===== src/rtl/fdn_coef_sched_if.sv =====
// Bundle of the host coefficient stream, upstream sample stream, core-side outputs and status
// for the FDN coefficient scheduler.
interface fdn_coef_sched_if #(
   parameter int W_DATA = 25,
   parameter int W_COEF = 24
);
   logic                     coef_valid;
   logic                     coef_ready;
   logic                     coef_last;
   logic signed [W_COEF-1:0] coef_re;
   logic signed [W_COEF-1:0] coef_im;

   logic                     s_valid;
   logic                     s_ready;
   logic                     s_last;
   logic signed [W_DATA-1:0] s_re;
   logic signed [W_DATA-1:0] s_im;

   logic                     core_vld;
   logic                     core_last;
   logic signed [W_DATA-1:0] core_re;
   logic signed [W_DATA-1:0] core_im;
   logic                     core_coef_vld;
   logic signed [W_COEF-1:0] core_coef_re;
   logic signed [W_COEF-1:0] core_coef_im;

   logic                     busy;
   logic                     set_err;
   logic [15:0]              loads_done;

   modport master (
      output coef_valid, coef_last, coef_re, coef_im,
      output s_valid, s_last, s_re, s_im,
      input  coef_ready, s_ready,
      input  core_vld, core_last, core_re, core_im,
      input  core_coef_vld, core_coef_re, core_coef_im,
      input  busy, set_err, loads_done
   );

   modport slave (
      input  coef_valid, coef_last, coef_re, coef_im,
      input  s_valid, s_last, s_re, s_im,
      output coef_ready, s_ready,
      output core_vld, core_last, core_re, core_im,
      output core_coef_vld, core_coef_re, core_coef_im,
      output busy, set_err, loads_done
   );
endinterface


===== src/rtl/fdn_coef_sched.sv =====
// Captures a host coefficient set into a shadow buffer and swaps it into the FDN core only
// between frames: wait for end of frame, let the pipeline drain, then stream the set out.
module fdn_coef_sched #(
   parameter int N_CH      = 32,
   parameter int W_DATA    = 25,
   parameter int W_COEF    = 24,
   parameter int DRAIN_CYC = 4
) (
   input logic              clk,
   input logic              rst,
   fdn_coef_sched_if.slave  bus
);
   localparam int IW = $clog2(N_CH);
   localparam int DW = (DRAIN_CYC > 1) ? $clog2(DRAIN_CYC) : 1;
   localparam logic [IW-1:0] IDX_LAST   = IW'(N_CH - 1);
   localparam logic [DW-1:0] DRAIN_LAST = DW'(DRAIN_CYC - 1);

   typedef enum logic [2:0] {IDLE, CAPTURE, SKIP, PENDING, DRAIN, LOAD} state_t;

   state_t                   state_q, state_d;
   logic [IW-1:0]            wr_idx_q, wr_idx_d;
   logic [IW-1:0]            ld_idx_q, ld_idx_d;
   logic [DW-1:0]            drain_cnt_q, drain_cnt_d;
   logic                     in_frame_q, in_frame_d;
   logic                     set_err_q, set_err_d;
   logic [15:0]              loads_done_q, loads_done_d;
   logic                     core_vld_q, core_vld_d;
   logic                     core_last_q, core_last_d;
   logic signed [W_DATA-1:0] core_re_q, core_re_d;
   logic signed [W_DATA-1:0] core_im_q, core_im_d;
   logic                     core_coef_vld_q, core_coef_vld_d;
   logic signed [W_COEF-1:0] core_coef_re_q, core_coef_re_d;
   logic signed [W_COEF-1:0] core_coef_im_q, core_coef_im_d;

   logic [2*W_COEF-1:0]      shadow_q [N_CH];
   logic                     shadow_we;
   logic                     coef_ready, s_ready, coef_acc, s_acc;

   always_comb begin
      coef_ready = (state_q == IDLE) || (state_q == CAPTURE) || (state_q == SKIP);
      case (state_q)
         IDLE, CAPTURE, SKIP: s_ready = 1'b1;
         PENDING:             s_ready = in_frame_q;
         default:             s_ready = 1'b0;
      endcase
      coef_acc = bus.coef_valid & coef_ready;
      s_acc    = bus.s_valid & s_ready;
   end

   always_comb begin
      in_frame_d  = in_frame_q;
      core_vld_d  = s_acc;
      core_last_d = s_acc & bus.s_last;
      core_re_d   = core_re_q;
      core_im_d   = core_im_q;
      if (s_acc) begin
         in_frame_d = !bus.s_last;
         core_re_d  = bus.s_re;
         core_im_d  = bus.s_im;
      end
   end

   always_comb begin
      state_d         = state_q;
      wr_idx_d        = wr_idx_q;
      ld_idx_d        = ld_idx_q;
      drain_cnt_d     = drain_cnt_q;
      set_err_d       = 1'b0;
      loads_done_d    = loads_done_q;
      shadow_we       = 1'b0;
      core_coef_vld_d = 1'b0;
      core_coef_re_d  = '0;
      core_coef_im_d  = '0;
      case (state_q)
         IDLE, CAPTURE: begin
            if (coef_acc) begin
               shadow_we = 1'b1;
               if (bus.coef_last) begin
                  wr_idx_d = '0;
                  if (wr_idx_q == IDX_LAST) begin
                     // With no frame open the wait for end-of-frame is empty: drain at once.
                     state_d = in_frame_d ? PENDING : DRAIN;
                  end else begin
                     set_err_d = 1'b1;
                     state_d   = IDLE;
                  end
               end else if (wr_idx_q == IDX_LAST) begin
                  set_err_d = 1'b1;
                  wr_idx_d  = '0;
                  state_d   = SKIP;
               end else begin
                  wr_idx_d = wr_idx_q + 1'b1;
                  state_d  = CAPTURE;
               end
            end
         end
         SKIP: begin
            if (coef_acc && bus.coef_last) state_d = IDLE;
         end
         PENDING: begin
            if (!in_frame_q || (s_acc && bus.s_last)) state_d = DRAIN;
         end
         DRAIN: begin
            if (drain_cnt_q == DRAIN_LAST) begin
               drain_cnt_d = '0;
               state_d     = LOAD;
            end else begin
               drain_cnt_d = drain_cnt_q + 1'b1;
            end
         end
         LOAD: begin
            core_coef_vld_d = 1'b1;
            core_coef_re_d  = shadow_q[ld_idx_q][W_COEF-1:0];
            core_coef_im_d  = shadow_q[ld_idx_q][2*W_COEF-1:W_COEF];
            if (ld_idx_q == IDX_LAST) begin
               ld_idx_d     = '0;
               loads_done_d = loads_done_q + 16'd1;
               state_d      = IDLE;
            end else begin
               ld_idx_d = ld_idx_q + 1'b1;
            end
         end
         default: state_d = IDLE;
      endcase
   end

   always_ff @(posedge clk) begin
      if (rst) begin
         state_q         <= IDLE;
         wr_idx_q        <= '0;
         ld_idx_q        <= '0;
         drain_cnt_q     <= '0;
         in_frame_q      <= 1'b0;
         set_err_q       <= 1'b0;
         loads_done_q    <= '0;
         core_vld_q      <= 1'b0;
         core_last_q     <= 1'b0;
         core_re_q       <= '0;
         core_im_q       <= '0;
         core_coef_vld_q <= 1'b0;
         core_coef_re_q  <= '0;
         core_coef_im_q  <= '0;
      end else begin
         state_q         <= state_d;
         wr_idx_q        <= wr_idx_d;
         ld_idx_q        <= ld_idx_d;
         drain_cnt_q     <= drain_cnt_d;
         in_frame_q      <= in_frame_d;
         set_err_q       <= set_err_d;
         loads_done_q    <= loads_done_d;
         core_vld_q      <= core_vld_d;
         core_last_q     <= core_last_d;
         core_re_q       <= core_re_d;
         core_im_q       <= core_im_d;
         core_coef_vld_q <= core_coef_vld_d;
         core_coef_re_q  <= core_coef_re_d;
         core_coef_im_q  <= core_coef_im_d;
      end
   end

   // Shadow contents survive reset; only a completed set is ever streamed out.
   always_ff @(posedge clk) begin
      if (shadow_we) shadow_q[wr_idx_q] <= {bus.coef_im, bus.coef_re};
   end

   assign bus.coef_ready    = coef_ready;
   assign bus.s_ready       = s_ready;
   assign bus.core_vld      = core_vld_q;
   assign bus.core_last     = core_last_q;
   assign bus.core_re       = core_re_q;
   assign bus.core_im       = core_im_q;
   assign bus.core_coef_vld = core_coef_vld_q;
   assign bus.core_coef_re  = core_coef_re_q;
   assign bus.core_coef_im  = core_coef_im_q;
   assign bus.busy          = (state_q == PENDING) || (state_q == DRAIN) || (state_q == LOAD);
   assign bus.set_err       = set_err_q;
   assign bus.loads_done    = loads_done_q;
endmodule

===== src/flat_wrapper.sv =====
// flat-port wrapper written by rule: the top's interface ports become plain ports
module fdn_coef_sched_flat 
#(
   parameter int N_CH      = 32,
   parameter int W_DATA    = 25,
   parameter int W_COEF    = 24,
   parameter int DRAIN_CYC = 4
)
  (clk, rst, bus_coef_valid, bus_coef_last, bus_coef_re, bus_coef_im, bus_s_valid, bus_s_last, bus_s_re, bus_s_im, bus_coef_ready, bus_s_ready, bus_core_vld, bus_core_last, bus_core_re, bus_core_im, bus_core_coef_vld, bus_core_coef_re, bus_core_coef_im, bus_busy, bus_set_err, bus_loads_done);
  fdn_coef_sched_if #(.W_DATA(W_DATA), .W_COEF(W_COEF)) bus_i ();
  input logic clk;
  input logic rst;
  input wire logic [$bits(bus_i.coef_valid)-1:0] bus_coef_valid;
  input wire logic [$bits(bus_i.coef_last)-1:0] bus_coef_last;
  input wire logic [$bits(bus_i.coef_re)-1:0] bus_coef_re;
  input wire logic [$bits(bus_i.coef_im)-1:0] bus_coef_im;
  input wire logic [$bits(bus_i.s_valid)-1:0] bus_s_valid;
  input wire logic [$bits(bus_i.s_last)-1:0] bus_s_last;
  input wire logic [$bits(bus_i.s_re)-1:0] bus_s_re;
  input wire logic [$bits(bus_i.s_im)-1:0] bus_s_im;
  output wire logic [$bits(bus_i.coef_ready)-1:0] bus_coef_ready;
  output wire logic [$bits(bus_i.s_ready)-1:0] bus_s_ready;
  output wire logic [$bits(bus_i.core_vld)-1:0] bus_core_vld;
  output wire logic [$bits(bus_i.core_last)-1:0] bus_core_last;
  output wire logic [$bits(bus_i.core_re)-1:0] bus_core_re;
  output wire logic [$bits(bus_i.core_im)-1:0] bus_core_im;
  output wire logic [$bits(bus_i.core_coef_vld)-1:0] bus_core_coef_vld;
  output wire logic [$bits(bus_i.core_coef_re)-1:0] bus_core_coef_re;
  output wire logic [$bits(bus_i.core_coef_im)-1:0] bus_core_coef_im;
  output wire logic [$bits(bus_i.busy)-1:0] bus_busy;
  output wire logic [$bits(bus_i.set_err)-1:0] bus_set_err;
  output wire logic [$bits(bus_i.loads_done)-1:0] bus_loads_done;
  assign bus_i.coef_valid = bus_coef_valid;
  assign bus_i.coef_last = bus_coef_last;
  assign bus_i.coef_re = bus_coef_re;
  assign bus_i.coef_im = bus_coef_im;
  assign bus_i.s_valid = bus_s_valid;
  assign bus_i.s_last = bus_s_last;
  assign bus_i.s_re = bus_s_re;
  assign bus_i.s_im = bus_s_im;
  assign bus_coef_ready = bus_i.coef_ready;
  assign bus_s_ready = bus_i.s_ready;
  assign bus_core_vld = bus_i.core_vld;
  assign bus_core_last = bus_i.core_last;
  assign bus_core_re = bus_i.core_re;
  assign bus_core_im = bus_i.core_im;
  assign bus_core_coef_vld = bus_i.core_coef_vld;
  assign bus_core_coef_re = bus_i.core_coef_re;
  assign bus_core_coef_im = bus_i.core_coef_im;
  assign bus_busy = bus_i.busy;
  assign bus_set_err = bus_i.set_err;
  assign bus_loads_done = bus_i.loads_done;
  fdn_coef_sched #(.N_CH(N_CH), .W_DATA(W_DATA), .W_COEF(W_COEF), .DRAIN_CYC(DRAIN_CYC)) u_core (.clk(clk), .rst(rst), .bus(bus_i));
endmodule

===== config.mk =====
export PLATFORM = sky130hd
export DESIGN_NAME = fdn_coef_sched_flat
export DESIGN_NICKNAME = d
export VERILOG_FILES = /design/src/rtl/fdn_coef_sched_if.sv /design/src/rtl/fdn_coef_sched.sv /design/src/flat_wrapper.sv
export SDC_FILE = /design/constraint.sdc
export NUM_CORES = 2
export LEC_CHECK = 0
export CAP_MARGIN = 5
export CORE_MARGIN = 2
export CORE_UTILIZATION = 54
export CTS_CLUSTER_DIAMETER = 150
export DETAILED_ROUTE_END_ITERATION = 8
export HOLD_SLACK_MARGIN = 0.05
export PLACE_DENSITY = 0.75
export SLEW_MARGIN = 5
export SYNTH_ARGS = -nofsm -noshare
export SYNTH_HDL_FRONTEND = slang
export SYNTH_SLANG_ARGS = --single-unit

===== constraint.sdc =====
create_clock -name clk -period 11.1 [get_ports clk]
set_input_delay 1.665 -clock clk [delete_from_list [all_inputs] [get_ports clk]]
set_output_delay 1.665 -clock clk [all_outputs]
set_load 0.005 [all_outputs]

### After elaboration in Yosys (flattened, before gate mapping)

Memories as Yosys holds them, arrays and structs flattened. A register that Yosys moved wholly into a read port is not among the register bits.
Index checks and enable logic that the tools add are counted.

* multiplexer cells: 24
* equality and inequality tests: 13
* add/sub/neg operators: 4
* bitwise gates (word level): 6
* reduce and logical (&&, ||, !) cells: 17

Operators by type and width (number)
* $mux 3: 8
* $add 16x1->16 const B: 1
* $mux 5: 3
* $pmux 3 s5: 1
* $add 5x1->5 const B: 2
* $eq 5x5->1 const B: 2
* $mux 1: 9
* $ne 2x1->1 const B: 4
* $eq 3x2->1 const B: 2
* $eq 3x3->1 const B: 2
* $reduce_or 3->1: 2
* $logic_or 1x1->1: 5
* $reduce_and 5->1: 1
* $mux 2: 2
* $reduce_and 2->1: 2
* $reduce_or 2->1: 2
* $and 1x1->1: 3
* $eq 3x1->1 const B: 1
* $logic_not 3->1: 1
* $not 1->1: 3
* $add 2x1->2 const B: 1
* $eq 2x2->1 const B: 1
* $logic_and 1x1->1: 2
* $logic_not 1->1: 2
* other kinds (2): 2

* logic and storage cells: 77
* output and inout bits: 121
* input port bits: 104
* memories kept: 1
* bits in registers: 86
* memory bits (writable): 1536

Memories
* u_core.shadow_q: words 32, bits a word 48, rd ports 1, clocked after memory_dff 1, wr ports 1, line fdn_coef_sched.sv:35 `logic [2*W_COEF-1:0] shadow_q [N_CH];`

### Depth between registers and ports, before layout

* depth after elaboration: 10
* mapped depth: 12
* depth with buffers taken out: 8

### Worst setup path after synthesis

No wires, ideal clock.

* kind: in2reg
* start: in bus_coef_valid
* end: mem u_core.shadow_q[15][0] (netlist name), enable pin
* library setup time: 454 ps
* setup slack: 6390 ps
* stages on the path: 3
* buffers on the path: 0
* arrival: 4256 ps
* required time: 10646 ps
* cell sequence: nor3b_2 -> nand2_1 -> nor2_1

* cells in the longest elaborated chain, start to end: 5

Ends and longest elaborated chain
* start: declaration: line flat_wrapper.sv:13 `input wire logic [$bits(bus_i.coef_valid)-1:0] bus_coef_valid;`
* $and 1x1->1: line fdn_coef_sched.sv:46 `coef_acc = bus.coef_valid & coef_ready;`
* $mux 1: line fdn_coef_sched.sv:76 `if (coef_acc) begin`
* $mux 1: line fdn_coef_sched.sv:74 `case (state_q)`
* $mux 1: line fdn_coef_sched.sv:163 `if (shadow_we) shadow_q[wr_idx_q] <= {bus.coef_im, bus.coef_re};`
* $mux 1 (not written as such): line fdn_coef_sched.sv:163
* end: declaration: line fdn_coef_sched.sv:35

Every way passes these cells.

### Worst setup path in the final report

* start: in bus_coef_valid
* end: mem u_core.shadow_q[17][13] (netlist name), enable pin

The elaborated chain is that of the path after synthesis.

==> out/qor.yml <==
routing:
  num_vias: 30900
  wl_per_cell_um: 28.8
  drc: 0
  ant_nets: 0
  drt_wl_total_um: 141000
  via_per_inst: 6.32
  first_pass_iters: 5
  initialDrtViolationCount: 3735
die:
  rows: 125
  die-height_um: 346
  start_util_pct: 54.4
  ios: 225
  die_area_mm2: 0.120
  fp.dieW_um: 346
  core_mm2: 0.116
synth:
  synth_warnings: 0
  syn_inst: 2957
  synth_area_mm2: 0.0631
  synth.yosys.seq_area_share_pct: 77.3
  ys_ff_latch: 1670
  syn_area_per_cell_um2: 21.4
  synth_edf_count: 1536
  yosys.area.top_type_share_pct: 73.1
  synth.area.top_cells: "edfxtp_1 73%, mux4_2 13%, dfxtp_1 4.2%"
  syn-num-nets: 3070
  synthFlopType: "edfxtp_1"
  synthTopCellsByCount: "1,536 x edfxtp_1, 374 x mux4_2, 171 x mux2i_1"
  yosysTopAreaCell: "edfxtp_1"
  synth_cell_types: 51
  yosysMostFrequentCell: "edfxtp_1"
  async_reset_ff_share_pct: 0
clock_network:
  clkSinkCount: 1670
  post_cts_resized: 0
  htree_levels: 4
  insertion_delay_ns: 0.78
  cts_buffer_depth: 3
  path_clk_slew_ns: 0.06
  cts_tree: "yes"
  cts_root_buffer: "clkbuf_16"
  cts_hold_buf: 0
  post_cts_buffers: 0
  cts_buffers: 163
power_and_ir_drop:
  pwr-share-clk_pct: 42.8
  intPower_uw: 10000
  pwr-share-comb_pct: 1.7
  p_sw_uw: 2440
  pwr-share-seq_pct: 55.5
  p_leak_uw: 0.0218
  p_sw_share_pct: 19.6
  powerDensity_mw_per_mm2: 172
  total_power_uw: 12500
  ir_drop_mv: 0.165
worst_setup_path:
  cp_data_arrival_time_ns: 5.09
  crit_fanout: 25
  critical_path_depth: 5
  r2r-start: "u_core.ld_idx_q[0]"
  slowest_delay_ns: 1.04
  worst-setup-path-type: "in2reg"
  crit_chain: "clkdlybuf4s50_1 > nor3b_2 > nand2_1 > nor2_4 > buf_4"
  critPathLaunch: "bus_coef_valid"
  cp-endpoint: "u_core.shadow_q[17][13]"
  r2r_end: "u_core.bus.core_coef_re[17]"
  crit_buf_inv: 2
  crit_family: "simple AND/OR/NAND/NOR gates"
  r2r_setup_slack_ns: 6.75
  rr_worst_depth: 6
  required_ns: 11.50
  cp-end-kind: "flop"
  slowest_stage: "nor2_4"
  start_kind: "primary input"
sta:
  setup_slack_ns: 6.41
  hold_ws_ns: 0.456
  fin_crit_ns: 4.69
  finalCritPeriodShare_pct: 42.3
  skew_ns: 0.0333
  worst_slew_pin_slew_ns: 1.33
  tns_ns: 0
  finalMaxSlewViolations: 0
  setup_viol: 0
  finalHoldViolCount: 0
  fmax_ghz: 0.213
  rsz0062_at_grt: "false"
  relSlewSlack_pct: 10.8
finish:
  diodes: 0
  drive_above_1_share_pct: 21.4
  fin_area_mm2: 0.0722
  area_growth_pct: 14.4
  fin_nets: 3349
global_route:
  antenna_found_initial: 1
  first_global_vias: 31400
  grt-ovfl-total: 0
  grt_max_degree: 152
  grt_pass1_wl_um: 208000
  track_usage_pct: 23.6
hold_path:
  hold_depth: 2
  hold_class: "reg2reg"
place:
  place_hpwl_um: 74200
  place_congestion: 0.808
  pre_cts_ws_ns: 5.68
  placed_area_mm2: 0.0671
  io_buffers: 224
status:
  status: "finished clean"
flow_run:
  cap_violations: 0
==> worst min path at each step <==
| stage | startpoint | end | slack (ns) |
|---|---|---|---|
| final | u_core.bus.core_im[8] | u_core.bus.core_im[8] | 0.46 |
| after global routing | u_core.bus.core_im[8] | u_core.bus.core_im[8] | 0.47 |
| after CTS | u_core.bus.core_im[8] | u_core.bus.core_im[8] | 0.46 |
| after detailed placement | u_core.bus.core_im[8] | u_core.bus.core_im[8] | 0.45 |
| after global placement | u_core.bus.core_im[13] | u_core.bus.core_im[13] | 0.44 |
| after floorplan | u_core.bus.core_im[0] | u_core.bus.core_im[0] | 0.45 |
==> cell usage in the layout, fill, tap and decap left out, types with 11 or more instances in the layout <==
master / n
nor2b_1: 16
buf_4: 51
a21oi_1: 68
clkinv_2: 31
clkbuf_16: 169
o22ai_1: 82
o21ai_0: 13
clkinv_1: 19
nand3b_1: 11
dfxtp_1: 130
clkdlybuf4s50_1: 220
mux4_2: 374
nor2_4: 32
edfxtp_1: 1536
or2_1: 38
nor2_1: 32
clkbuf_1: 43
mux2i_1: 171
nand2_1: 130
a211oi_1: 12
==> metal layers <==
| layer | wire length, µm | track usage [%] | vias up | part of all wire (%) |
|---|---|---|---|---|
| li1 | - | - | 12800 | - |
| met1 | 54700 | 32.6 | 16200 | 39 |
| met2 | 70100 | 38.8 | 1698 | 50 |
| met3 | 12800 | 4.57 | 231 | 9.1 |
| met4 | 3210 | 6.71 | 2 | 2.3 |
| met5 | 14 | 0 | - | 0.0099 |
==> registers in the layout (all words and copies together), names as in the netlist <==
signal,cells
u_core.bus.core_coef_im,24
u_core.bus.core_coef_re,24
u_core.bus.core_coef_vld,1
u_core.bus.core_im,25
u_core.bus.core_last,1
u_core.bus.core_re,25
u_core.bus.core_vld,1
u_core.bus.loads_done,16
u_core.bus.set_err,1
u_core.drain_cnt_q,2
u_core.in_frame_q,1
u_core.ld_idx_q,5
u_core.shadow_q,1536
u_core.state_q,3
u_core.wr_idx_q,5
==> power by group through the flow <==
| stage | logic [µW] | registers [µW] | clock network [µW] |
|---|---|---|---|
| final | 216 | 6910 | 5330 |
| after global routing | 235 | 6910 | 5650 |
| after CTS | 219 | 6910 | 5410 |
| after detailed placement | 218 | 7040 | 0 |
| after global placement | 204 | 7040 | 0 |
| after floorplan | 53.3 | 7040 | 0 |
==> metrics by stage <==
step           cells  utilization, %
2_1_floorplan   2957               -
3_3_place_gp    4595            57.8
3_5_place_dp    4595            57.8
4_1_cts         4891            62.3
5_1_grt         4891            62.2
6_report        4891            62.2
==> tightest hold or removal path, stage by stage, from the launching register on <==
cell,delay [ns]
dfxtp_1,0.31
nand2_1,0.05
a21oi_1,0.05
==> layout make-up <==
class / count / area [µm²]
Clock inverter: 75 / 676
Clock buffer: 221 / 4510
Multi-Input combinational cell: 1116 / 13600
Fill cell: 7541 / 43800
Inverter: 7 / 26.3
Sequential cell: 1670 / 48800
Timing Repair Buffer: 278 / 2670
Tap cell: 1524 / 1910
==> kinds of logic (layout without fill, tap and decap cells) <==
logic type,count (synthesis),after routing,synth area share (%)
xor+xnor,14,14,0.194
buf+inv,171,581,1.53
simple gates,334,334,2.58
fa+ha+maj,9,9,0.178
flops,1670,1670,77.3
mux,554,554,16.2
compound gates,205,205,2.01
No activity file was read; power rests on OpenSTA's default activity.
